[config.mk]
export PLATFORM = sky130hd
export DESIGN_NAME = irq_controller_flat
export DESIGN_NICKNAME = d
export VERILOG_FILES = /design/src/rtl/irq_controller_if.sv /design/src/rtl/irq_controller.sv /design/src/flat_wrapper.sv
export SDC_FILE = /design/constraint.sdc
export NUM_CORES = 1
export LEC_CHECK = 0
export CORE_MARGIN = 8
export CORE_UTILIZATION = 48
export CTS_CLUSTER_DIAMETER = 150
export DETAILED_ROUTE_END_ITERATION = 7
export PLACE_DENSITY = 0.84
export SKIP_LAST_GASP = 1
export SLEW_MARGIN = 10
export SYNTH_ARGS = -nofsm -noshare
export SYNTH_HDL_FRONTEND = slang
export SYNTH_SLANG_ARGS = --single-unit
[constraint.sdc]
create_clock -name clock -period 2.04 [get_ports clock]
set_clock_uncertainty 0.05 [all_clocks]
set_input_delay 0.204 -clock clock [delete_from_list [all_inputs] [get_ports clock]]
set_output_delay 0.204 -clock clock [all_outputs]
set_load 0.1 [all_outputs]
[src/rtl/irq_controller_if.sv]
// CPU-side bus between the system glue logic and irq_controller:
// register writes, acknowledge/end-of-interrupt strobes and status readback.
interface irq_controller_if #(
    parameter int CHANNELS = 8
);
    localparam int VW = ($clog2(CHANNELS) > 1) ? $clog2(CHANNELS) : 1;

    logic                wr_enable;
    logic [1:0]          wr_addr;
    logic [CHANNELS-1:0] wr_data;
    logic                iack;
    logic                eoi;
    logic                irq;
    logic [VW-1:0]       vector;
    logic                in_service;
    logic [CHANNELS-1:0] pending;
    logic [CHANNELS-1:0] mask;

    modport master (
        output wr_enable, wr_addr, wr_data, iack, eoi,
        input  irq, vector, in_service, pending, mask
    );

    modport slave (
        input  wr_enable, wr_addr, wr_data, iack, eoi,
        output irq, vector, in_service, pending, mask
    );
endinterface

[src/rtl/irq_controller.sv]
// Parametrised interrupt controller: synchronised edge/level sources, pending
// and mask registers, highest-index priority and an assert/ack/EOI handshake.
module irq_controller #(
    parameter int CHANNELS    = 8,
    parameter int SYNC_STAGES = 2
) (
    input  logic                clock,
    input  logic                reset_n,
    input  logic [CHANNELS-1:0] irq_in,
    input  logic [CHANNELS-1:0] edge_mode,
    irq_controller_if.slave     bus
);
    localparam int VW = ($clog2(CHANNELS) > 1) ? $clog2(CHANNELS) : 1;

    typedef enum logic [1:0] {ST_IDLE, ST_ASSERT, ST_SERVICE} state_t;

    state_t              state;
    logic [CHANNELS-1:0] sync_q [SYNC_STAGES];
    logic [CHANNELS-1:0] s;
    logic [CHANNELS-1:0] s_d;
    logic [CHANNELS-1:0] rise;
    logic [CHANNELS-1:0] pending_q;
    logic [CHANNELS-1:0] mask_q;
    logic [CHANNELS-1:0] active;
    logic [CHANNELS-1:0] clr;
    logic [CHANNELS-1:0] pend_next;
    logic [VW-1:0]       top;
    logic [VW-1:0]       vector_q;
    logic                any;
    logic                take_iack;
    logic                irq_q;
    logic                svc_q;

    always_ff @(posedge clock or negedge reset_n) begin
        if (!reset_n) begin
            for (int unsigned j = 0; j < SYNC_STAGES; j++) sync_q[j] <= '0;
            s_d <= '0;
        end else begin
            sync_q[0] <= irq_in;
            for (int unsigned j = 1; j < SYNC_STAGES; j++) sync_q[j] <= sync_q[j-1];
            s_d <= sync_q[SYNC_STAGES-1];
        end
    end

    assign s         = sync_q[SYNC_STAGES-1];
    assign rise      = s & ~s_d;
    assign active    = pending_q & mask_q;
    assign any       = |active;
    assign take_iack = (state == ST_ASSERT) && bus.iack && any;

    always_comb begin
        top = '0;
        for (int unsigned i = 0; i < CHANNELS; i++) begin
            if (active[i]) top = VW'(i);
        end
    end

    // Rise is OR-ed in after the clear so a coincident new edge survives W1C/iack.
    always_comb begin
        clr = '0;
        if (bus.wr_enable && bus.wr_addr == 2'd3) clr = bus.wr_data;
        if (take_iack) clr[vector_q] = 1'b1;
        pend_next = (edge_mode & ((pending_q & ~clr) | rise)) | (~edge_mode & s);
    end

    always_ff @(posedge clock or negedge reset_n) begin
        if (!reset_n) begin
            pending_q <= '0;
            mask_q    <= '0;
        end else begin
            pending_q <= pend_next;
            if (bus.wr_enable) begin
                case (bus.wr_addr)
                    2'd0:    mask_q <= bus.wr_data;
                    2'd1:    mask_q <= mask_q | bus.wr_data;
                    2'd2:    mask_q <= mask_q & ~bus.wr_data;
                    default: mask_q <= mask_q;
                endcase
            end
        end
    end

    always_ff @(posedge clock or negedge reset_n) begin
        if (!reset_n) begin
            state    <= ST_IDLE;
            irq_q    <= 1'b0;
            svc_q    <= 1'b0;
            vector_q <= '0;
        end else begin
            case (state)
                ST_IDLE: begin
                    vector_q <= top;
                    if (any) begin
                        state <= ST_ASSERT;
                        irq_q <= 1'b1;
                    end
                end
                ST_ASSERT: begin
                    if (!any) begin
                        state    <= ST_IDLE;
                        irq_q    <= 1'b0;
                        vector_q <= top;
                    end else if (bus.iack) begin
                        state <= ST_SERVICE;
                        irq_q <= 1'b0;
                        svc_q <= 1'b1;
                    end else begin
                        vector_q <= top;
                    end
                end
                ST_SERVICE: begin
                    if (bus.eoi) begin
                        state <= ST_IDLE;
                        svc_q <= 1'b0;
                    end
                end
                default: begin
                    state <= ST_IDLE;
                    irq_q <= 1'b0;
                    svc_q <= 1'b0;
                end
            endcase
        end
    end

    assign bus.irq        = irq_q;
    assign bus.vector     = vector_q;
    assign bus.in_service = svc_q;
    assign bus.pending    = pending_q;
    assign bus.mask       = mask_q;
endmodule

[src/flat_wrapper.sv]
// flat-port wrapper written by rule: the top's interface ports become plain ports
module irq_controller_flat 
#(
    parameter int CHANNELS    = 8,
    parameter int SYNC_STAGES = 2
)
  (clock, reset_n, irq_in, edge_mode, bus_wr_enable, bus_wr_addr, bus_wr_data, bus_iack, bus_eoi, bus_irq, bus_vector, bus_in_service, bus_pending, bus_mask);
  irq_controller_if #(.CHANNELS(CHANNELS)) bus_i ();
  input  logic clock;
  input  logic reset_n;
  input  logic [CHANNELS-1:0] irq_in;
  input  logic [CHANNELS-1:0] edge_mode;
  input wire logic [$bits(bus_i.wr_enable)-1:0] bus_wr_enable;
  input wire logic [$bits(bus_i.wr_addr)-1:0] bus_wr_addr;
  input wire logic [$bits(bus_i.wr_data)-1:0] bus_wr_data;
  input wire logic [$bits(bus_i.iack)-1:0] bus_iack;
  input wire logic [$bits(bus_i.eoi)-1:0] bus_eoi;
  output wire logic [$bits(bus_i.irq)-1:0] bus_irq;
  output wire logic [$bits(bus_i.vector)-1:0] bus_vector;
  output wire logic [$bits(bus_i.in_service)-1:0] bus_in_service;
  output wire logic [$bits(bus_i.pending)-1:0] bus_pending;
  output wire logic [$bits(bus_i.mask)-1:0] bus_mask;
  assign bus_i.wr_enable = bus_wr_enable;
  assign bus_i.wr_addr = bus_wr_addr;
  assign bus_i.wr_data = bus_wr_data;
  assign bus_i.iack = bus_iack;
  assign bus_i.eoi = bus_eoi;
  assign bus_irq = bus_i.irq;
  assign bus_vector = bus_i.vector;
  assign bus_in_service = bus_i.in_service;
  assign bus_pending = bus_i.pending;
  assign bus_mask = bus_i.mask;
  irq_controller #(.CHANNELS(CHANNELS), .SYNC_STAGES(SYNC_STAGES)) u_core (.clock(clock), .reset_n(reset_n), .irq_in(irq_in), .edge_mode(edge_mode), .bus(bus_i));
endmodule
==> results of run 1 <==
-- cells in the mapped netlist, types with 2 or more instances --
cell type  number
o21ai_0         3
nand2_1        29
a41oi_1         2
clkbuf_1        3
o22ai_1         7
ha_1            3
mux2_2          3
nor2_1          5
dfrtp_1        47
nor2b_1        10
a31oi_1         7
a32oi_1         8
a22oi_4         2
a21oi_1        20
inv_1           5
a22oi_2         2
-- power by group through the flow --
stage          Sequential [mW]  Clock [mW]  Combinational (mW)
2_1_floorplan             2.00           0               0.354
3_3_place_gp              1.28           0                1.45
3_5_place_dp              1.29           0                1.47
4_1_cts                   1.28       0.824                1.47
5_1_grt                   1.30       0.855                1.53
6_report                  1.28       0.811                1.46
-- registers in the layout, summed over array words and instances, names as in the netlist --
signal and cells:
u_core.bus.in_service 1, u_core.bus.irq 1, u_core.bus.mask 8, u_core.bus.pending 8
u_core.bus.vector 3, u_core.s 8, u_core.s_d 8, u_core.state 2
u_core.sync_q 8
-- worst max-delay path, cell delays in order, from the launching register on --
cell,delay [ps]
dfrtp_2,430
a22oi_2,290
a41oi_4,140
buf_4,180
nor2_2,140
mux2_2,360
-- final cells by class --
cell class,count,area [µm²]
Clock buffer,5,68.82
Clock inverter,3,67.56
Fill cell,312,1324
Inverter,5,18.77
Multi-Input combinational cell,114,740.7
Sequential cell,47,1191
Tap cell,50,62.56
Timing Repair Buffer,55,498.0
-- metal layers --
| layer | part of all wire, % | up-vias | global-route usage, % |
|---|---|---|---|
| li1 | - | 735 | - |
| met5 | 0 | - | 0 |
| met2 | 49 | 40 | 23.23 |
| met4 | 1.2 | 0 | 6.000 |
| met3 | 6.1 | 5 | 5.293 |
| met1 | 43 | 743 | 18.76 |
-- final timing paths --
check	end	slack [ps]	depth (start not counted)
max	u_core.bus.vector[2]$_DFFE_PN0P_	330	5
min	u_core.sync_q[11]$_DFF_PN0_	280	1
max reg2reg	u_core.bus.vector[2]$_DFFE_PN0P_	330	5
min reg2reg	u_core.s[1]$_DFF_PN0_	300	0
max in group asynchronous	u_core.bus.pending[3]$_DFF_PN0_	1060	3
min in group asynchronous	u_core.bus.vector[0]$_DFFE_PN0P_	360	2
-- what timing repair did --
action	CTS	global route
setup buffers	0	0
endpoints found under the hold margin	23	0
hold buffers	1	0
-- cell families (layout without fill, tap and decap cells) --
| group | count (synthesis) | in the layout | synth area share [%] |
|---|---|---|---|
| compound gates | 55 | 55 | 21.22 |
| buf+inv | 9 | 68 | 1.795 |
| mux | 3 | 3 | 1.731 |
| simple gates | 53 | 53 | 13.08 |
| flops | 47 | 47 | 60.26 |
| fa+ha+maj | 3 | 3 | 1.923 |
-- per-stage QoR --
step,cells,instance area [µm²]
after CTS,279,2648
after global placement,270,2501
after floorplan,170,1967
final,279,2648
after detailed placement,270,2501
after global routing,279,2648
==> impl_metrics.env, run 1 <==
export IMPL_status="finished, final reports clean"
export IMPL_path_clk_slew_ps=90
export IMPL_rsz0062_at_grt="false"
export IMPL_fin_util_pct=66.67
export IMPL_setup_viol=0
export IMPL_ys_seq_elements=47
export IMPL_ir_worst_vdd_mv=1.206
export IMPL_endpoint_kind="flip-flop"
export IMPL_boundaryPins=52
export IMPL_period_share_pct=83.62
export IMPL_layout_setup_ws_ps=334.1
export IMPL_area_growth_pct=35.64
export IMPL_cp_startpoint="u_core.bus.pending[0]$_DFF_PN0_"
export IMPL_grt_max_degree=25
export IMPL_routedWlPerCell_um=16.05
export IMPL_vias_per_cell=5.459
export IMPL_cts_sinks=47
export IMPL_leakage_nw=1.131
export IMPL_post_route_drc_count=0
export IMPL_p_per_area_mw_per_mm2=1340
export IMPL_worstHoldStart="irq_in[3]"
export IMPL_finalPower_mw=3.548
export IMPL_fin_nets=262
export IMPL_layout_drive_gt1_share_pct=25.33
export IMPL_worst_slew_pin_slew_ps=560.3
export IMPL_synth_seq_area_share_pct=60.26
export IMPL_final_common_cell="dfrtp_1"
export IMPL_synthFlopType="dfrtp_1"
export IMPL_die_width_um=79.77
export IMPL_p_int_mw=1.974
export IMPL_synthTopCellsByArea="dfrtp_1, nand2_1, a21oi_1"
export IMPL_cts_tree="done"
export IMPL_avgSynthCellArea_um2=11.48
export IMPL_arrival_ps=1840
export IMPL_insertedDiodeCount=0
export IMPL_coreArea_mm2=0.003971
export IMPL_hold_path_class="input pin to flip-flop"
export IMPL_async_flop_share_pct=100.0
export IMPL_synth_edf_count=0
export IMPL_wl_um=4477
export IMPL_timing_hold_ws_ps=277.1
export IMPL_finalHoldViolCount=0
export IMPL_max_freq_mhz=586.2
export IMPL_ys_warnings_count=0
export IMPL_seq_power_share_pct=36.0
export IMPL_die_h_um=79.77
export IMPL_place_ws_ps=148.4
export IMPL_yosys_cell_types_count=30
export IMPL_layout_common_cells="dfrtp_1, nand2_1, clkdlybuf4s50_1"
export IMPL_drt_pass1_iterations=4
export IMPL_rows=23
export IMPL_antenna_found_initial=0
export IMPL_num_vias=1523
export IMPL_initial_utilization_pct=49.15
export IMPL_clockRootBuffer="clkbuf_8"
export IMPL_die_area_mm2=0.006363
export IMPL_first_global_vias=1610
export IMPL_final_max_slew_viol_count=0
export IMPL_min_period_ps=1706
export IMPL_clockBufferDepth=2
export IMPL_syn_num_nets=204
export IMPL_grt_overflow_total=0
export IMPL_cts_resized=0
export IMPL_netlist_area_mm2=0.001952
export IMPL_yosysTopAreaCell="dfrtp_1"
export IMPL_crit_path_start_kind="flip-flop"
export IMPL_p_switching_mw=1.573
export IMPL_worstPathMaxFanout=5
export IMPL_combinationalPowerShare_pct=41.1
export IMPL_tns_ps=0
export IMPL_syn_inst=170
export IMPL_p_clk_share_pct=22.9
export IMPL_swShare_pct=44.35
export IMPL_htree_levels=2
export IMPL_clock_latency_ps=300
export IMPL_synth_top_area_share_pct=60.26
export IMPL_postRouteAntennaNets=0
export IMPL_grt_pass1_wl_um=7541
export IMPL_required_ps=2180
export IMPL_worstSetupPathType="flip-flop to flip-flop"
export IMPL_cts_buffers=5
export IMPL_routabilityCongestion=0.7783
export IMPL_slew_headroom_pct=62.65
export IMPL_port_buffers=51
export IMPL_hpwl_um=3425
export IMPL_gr_usage_all_layers_pct=15.03
export IMPL_drtIter0Drc=73
export IMPL_cap_viol_max_count=0
export IMPL_r2r_start="u_core.bus.pending[0]$_DFF_PN0_"
Note: power is estimated with default switching activity, not from simulation.
==> inputs of run 2 (changes only) <==
==> constraint.sdc (replaced) <==
create_clock -name clock -period 1.7 [get_ports clock]
set_clock_uncertainty 0.05 [all_clocks]
set_input_delay 0.17 -clock clock [delete_from_list [all_inputs] [get_ports clock]]
set_output_delay 0.17 -clock clock [all_outputs]
set_load 0.1 [all_outputs]
==> impl_metrics.env, run 2 (synthesis results as in run 1) <==
export IMPL_fin_util_pct=78.04
export IMPL_max_freq_mhz=592.7
export IMPL_cp_slowest_cell="dfrtp_4"
export IMPL_rows=23
export IMPL_clock_latency_ps=300
export IMPL_setup_viol=0
export IMPL_status="finished, final reports clean"
export IMPL_grtUsageMet3_pct=5.968
export IMPL_cp_startpoint="u_core.bus.mask[0]$_DFFE_PN0P_"
export IMPL_rsz0062_at_grt="true"
export IMPL_layout_drive_gt1_share_pct=33.06
export IMPL_path_clk_slew_ps=90
export IMPL_worst_slew_pin_slew_ps=341.2
export IMPL_reg2reg_slack_ps=10
export IMPL_met2_usage_pct=29.83
export IMPL_required_ps=1840
export IMPL_post_route_drc_count=0
export IMPL_cap_viol_max_count=0
export IMPL_cts_sinks=47
export IMPL_die_h_um=79.77
export IMPL_path_cells="a22oi_2 -> a41oi_4 -> buf_4 -> buf_4 -> mux2_2"
export IMPL_die_area_mm2=0.006363
export IMPL_hpwl_um=3924
export IMPL_tns_ps=0
export IMPL_clockBufferDepth=2
export IMPL_drtIter0Drc=70
export IMPL_dp_cells=286
export IMPL_worstSetupPathType="flip-flop to flip-flop"
export IMPL_area_growth_pct=58.78
export IMPL_final_common_cell="dfrtp_1"
export IMPL_coreArea_mm2=0.003971
export IMPL_crit_path_start_kind="flip-flop"
export IMPL_wl_um=5472
export IMPL_cpMostUsedCell="buf_4"
export IMPL_p_per_area_mw_per_mm2=1535
export IMPL_drt_pass1_iterations=4
export IMPL_grt_overflow_total=0
export IMPL_port_buffers=51
export IMPL_gr_usage_all_layers_pct=17.62
export IMPL_grt_use_met1_pct=19.61
export IMPL_cts_tree="done"
export IMPL_grt_max_degree=48
export IMPL_htree_levels=2
export IMPL_worstPathMaxFanout=4
export IMPL_fin_nets=281
export IMPL_period_share_pct=99.24
export IMPL_finalPower_mw=4.758
export IMPL_num_vias=1681
export IMPL_cts_buffers=5
export IMPL_first_global_vias=1772
export IMPL_min_to="u_core.sync_q[12]$_DFF_PN0_"
export IMPL_worstHoldStart="irq_in[4]"
export IMPL_antenna_found_initial=0
export IMPL_clockRootBuffer="clkbuf_8"
export IMPL_routabilityCongestion=0.8551
export IMPL_arrival_ps=1830
export IMPL_r2r_start="u_core.bus.mask[0]$_DFFE_PN0P_"
export IMPL_cp_top_family="flip-flops"
export IMPL_worst_path_buf_inv=2
export IMPL_timing_hold_ws_ps=246.9
export IMPL_min_period_ps=1687
export IMPL_grt_busiest_layer="met2"
export IMPL_routedWlPerCell_um=18.36
export IMPL_layout_common_cells="dfrtp_1, nand2_1, clkdlybuf4s50_1"
export IMPL_initial_utilization_pct=49.15
export IMPL_fin_cells=298
export IMPL_vias_per_cell=5.641
export IMPL_hold_depth=1
export IMPL_r2r_end="u_core.state[1]$_DFFE_PN0P_"
export IMPL_ir_worst_vdd_mv=1.653
export IMPL_postRouteAntennaNets=0
export IMPL_endpoint_kind="flip-flop"
export IMPL_die_width_um=79.77
export IMPL_rr_worst_depth=5
export IMPL_insertedDiodeCount=0
export IMPL_hold_path_class="input pin to flip-flop"
export IMPL_grt_pass1_wl_um=8721
export IMPL_finalHoldViolCount=0
export IMPL_cp_slowest_stage_delay_ps=490
export IMPL_leakage_nw=1.325
export IMPL_slew_headroom_pct=77.25
export IMPL_final_max_slew_viol_count=0
export IMPL_boundaryPins=52
==> run 2: changes by cell type in the layout (fill, tap and decap cells not counted), moves of 2 or more <==
cell,change
mux2_2,-2
mux2_4,+2
buf_12,+21
buf_4,-2
dfrtp_4,+16
dfrtp_1,-4
dfrtp_2,-12
==> run 2: power breakdown <==
part	total (mW)	leakage, nW	internal (mW)	switching [mW]
registers	1.60	0.534	1.33	0.269
logic	2.30	0.730	0.918	1.39
clock network	0.850	0.0612	0.476	0.374
total	4.76	1.33	2.73	2.03
==> run 2: worst register-to-register path: cells and delay by family (launching register included) <==
family	cells	cell delay, ps
flip-flops	1	490
buffers and inverters	2	310
multiplexers	1	250
AO/OA/AOI/OAI	2	480
==> run 2: area by class of cell <==
class	instances	area, µm²
Sequential cell	47	1236
Timing Repair Buffer	74	903.4
Fill cell	236	872.1
Multi-Input combinational cell	114	760.7
Clock buffer	6	82.58
Tap cell	50	62.56
Clock inverter	2	35.03
Inverter	5	18.77
==> run 2: routing by layer <==
| layer | vias up | routed length (µm) |
|---|---|---|
| met5 | - | 0 |
| met4 | 0 | 142 |
| met3 | 15 | 414 |
| met2 | 71 | 2828 |
| met1 | 822 | 2087 |
| li1 | 773 | - |
==> run 2: worst max-delay path by stage <==
stage / to / slack, ps / depth (start not counted)
5_1_grt: u_core.state[1]$_DFFE_PN0P_ / -40 / 5
3_5_place_dp: u_core.bus.mask[1]$_DFFE_PN0P_ / -170 / 6
3_3_place_gp: u_core.bus.mask[1]$_DFFE_PN0P_ / -80 / 6
6_report: u_core.state[1]$_DFFE_PN0P_ / 10 / 5
4_1_cts: u_core.bus.pending[5]$_DFF_PN0_ / 30 / 5
2_1_floorplan: u_core.bus.vector[2]$_DFFE_PN0P_ / -30 / 4
==> run 2: through the flow <==
step	instance area, µm²	setup slack [ps]
floorplan	2024	-26.71
global placement	2942	-80.79
detailed placement	2942	-170.4
CTS	3069	31.03
global route	3099	-44.10
finish	3099	12.84
==> run 2: timing repair <==
item                       4_1_cts  5_1_grt
setup buffers                    0        3
hold endpoints to repair        47        0
resized for setup                0        1
hold buffers                     1        0
setup endpoints to repair        0        3
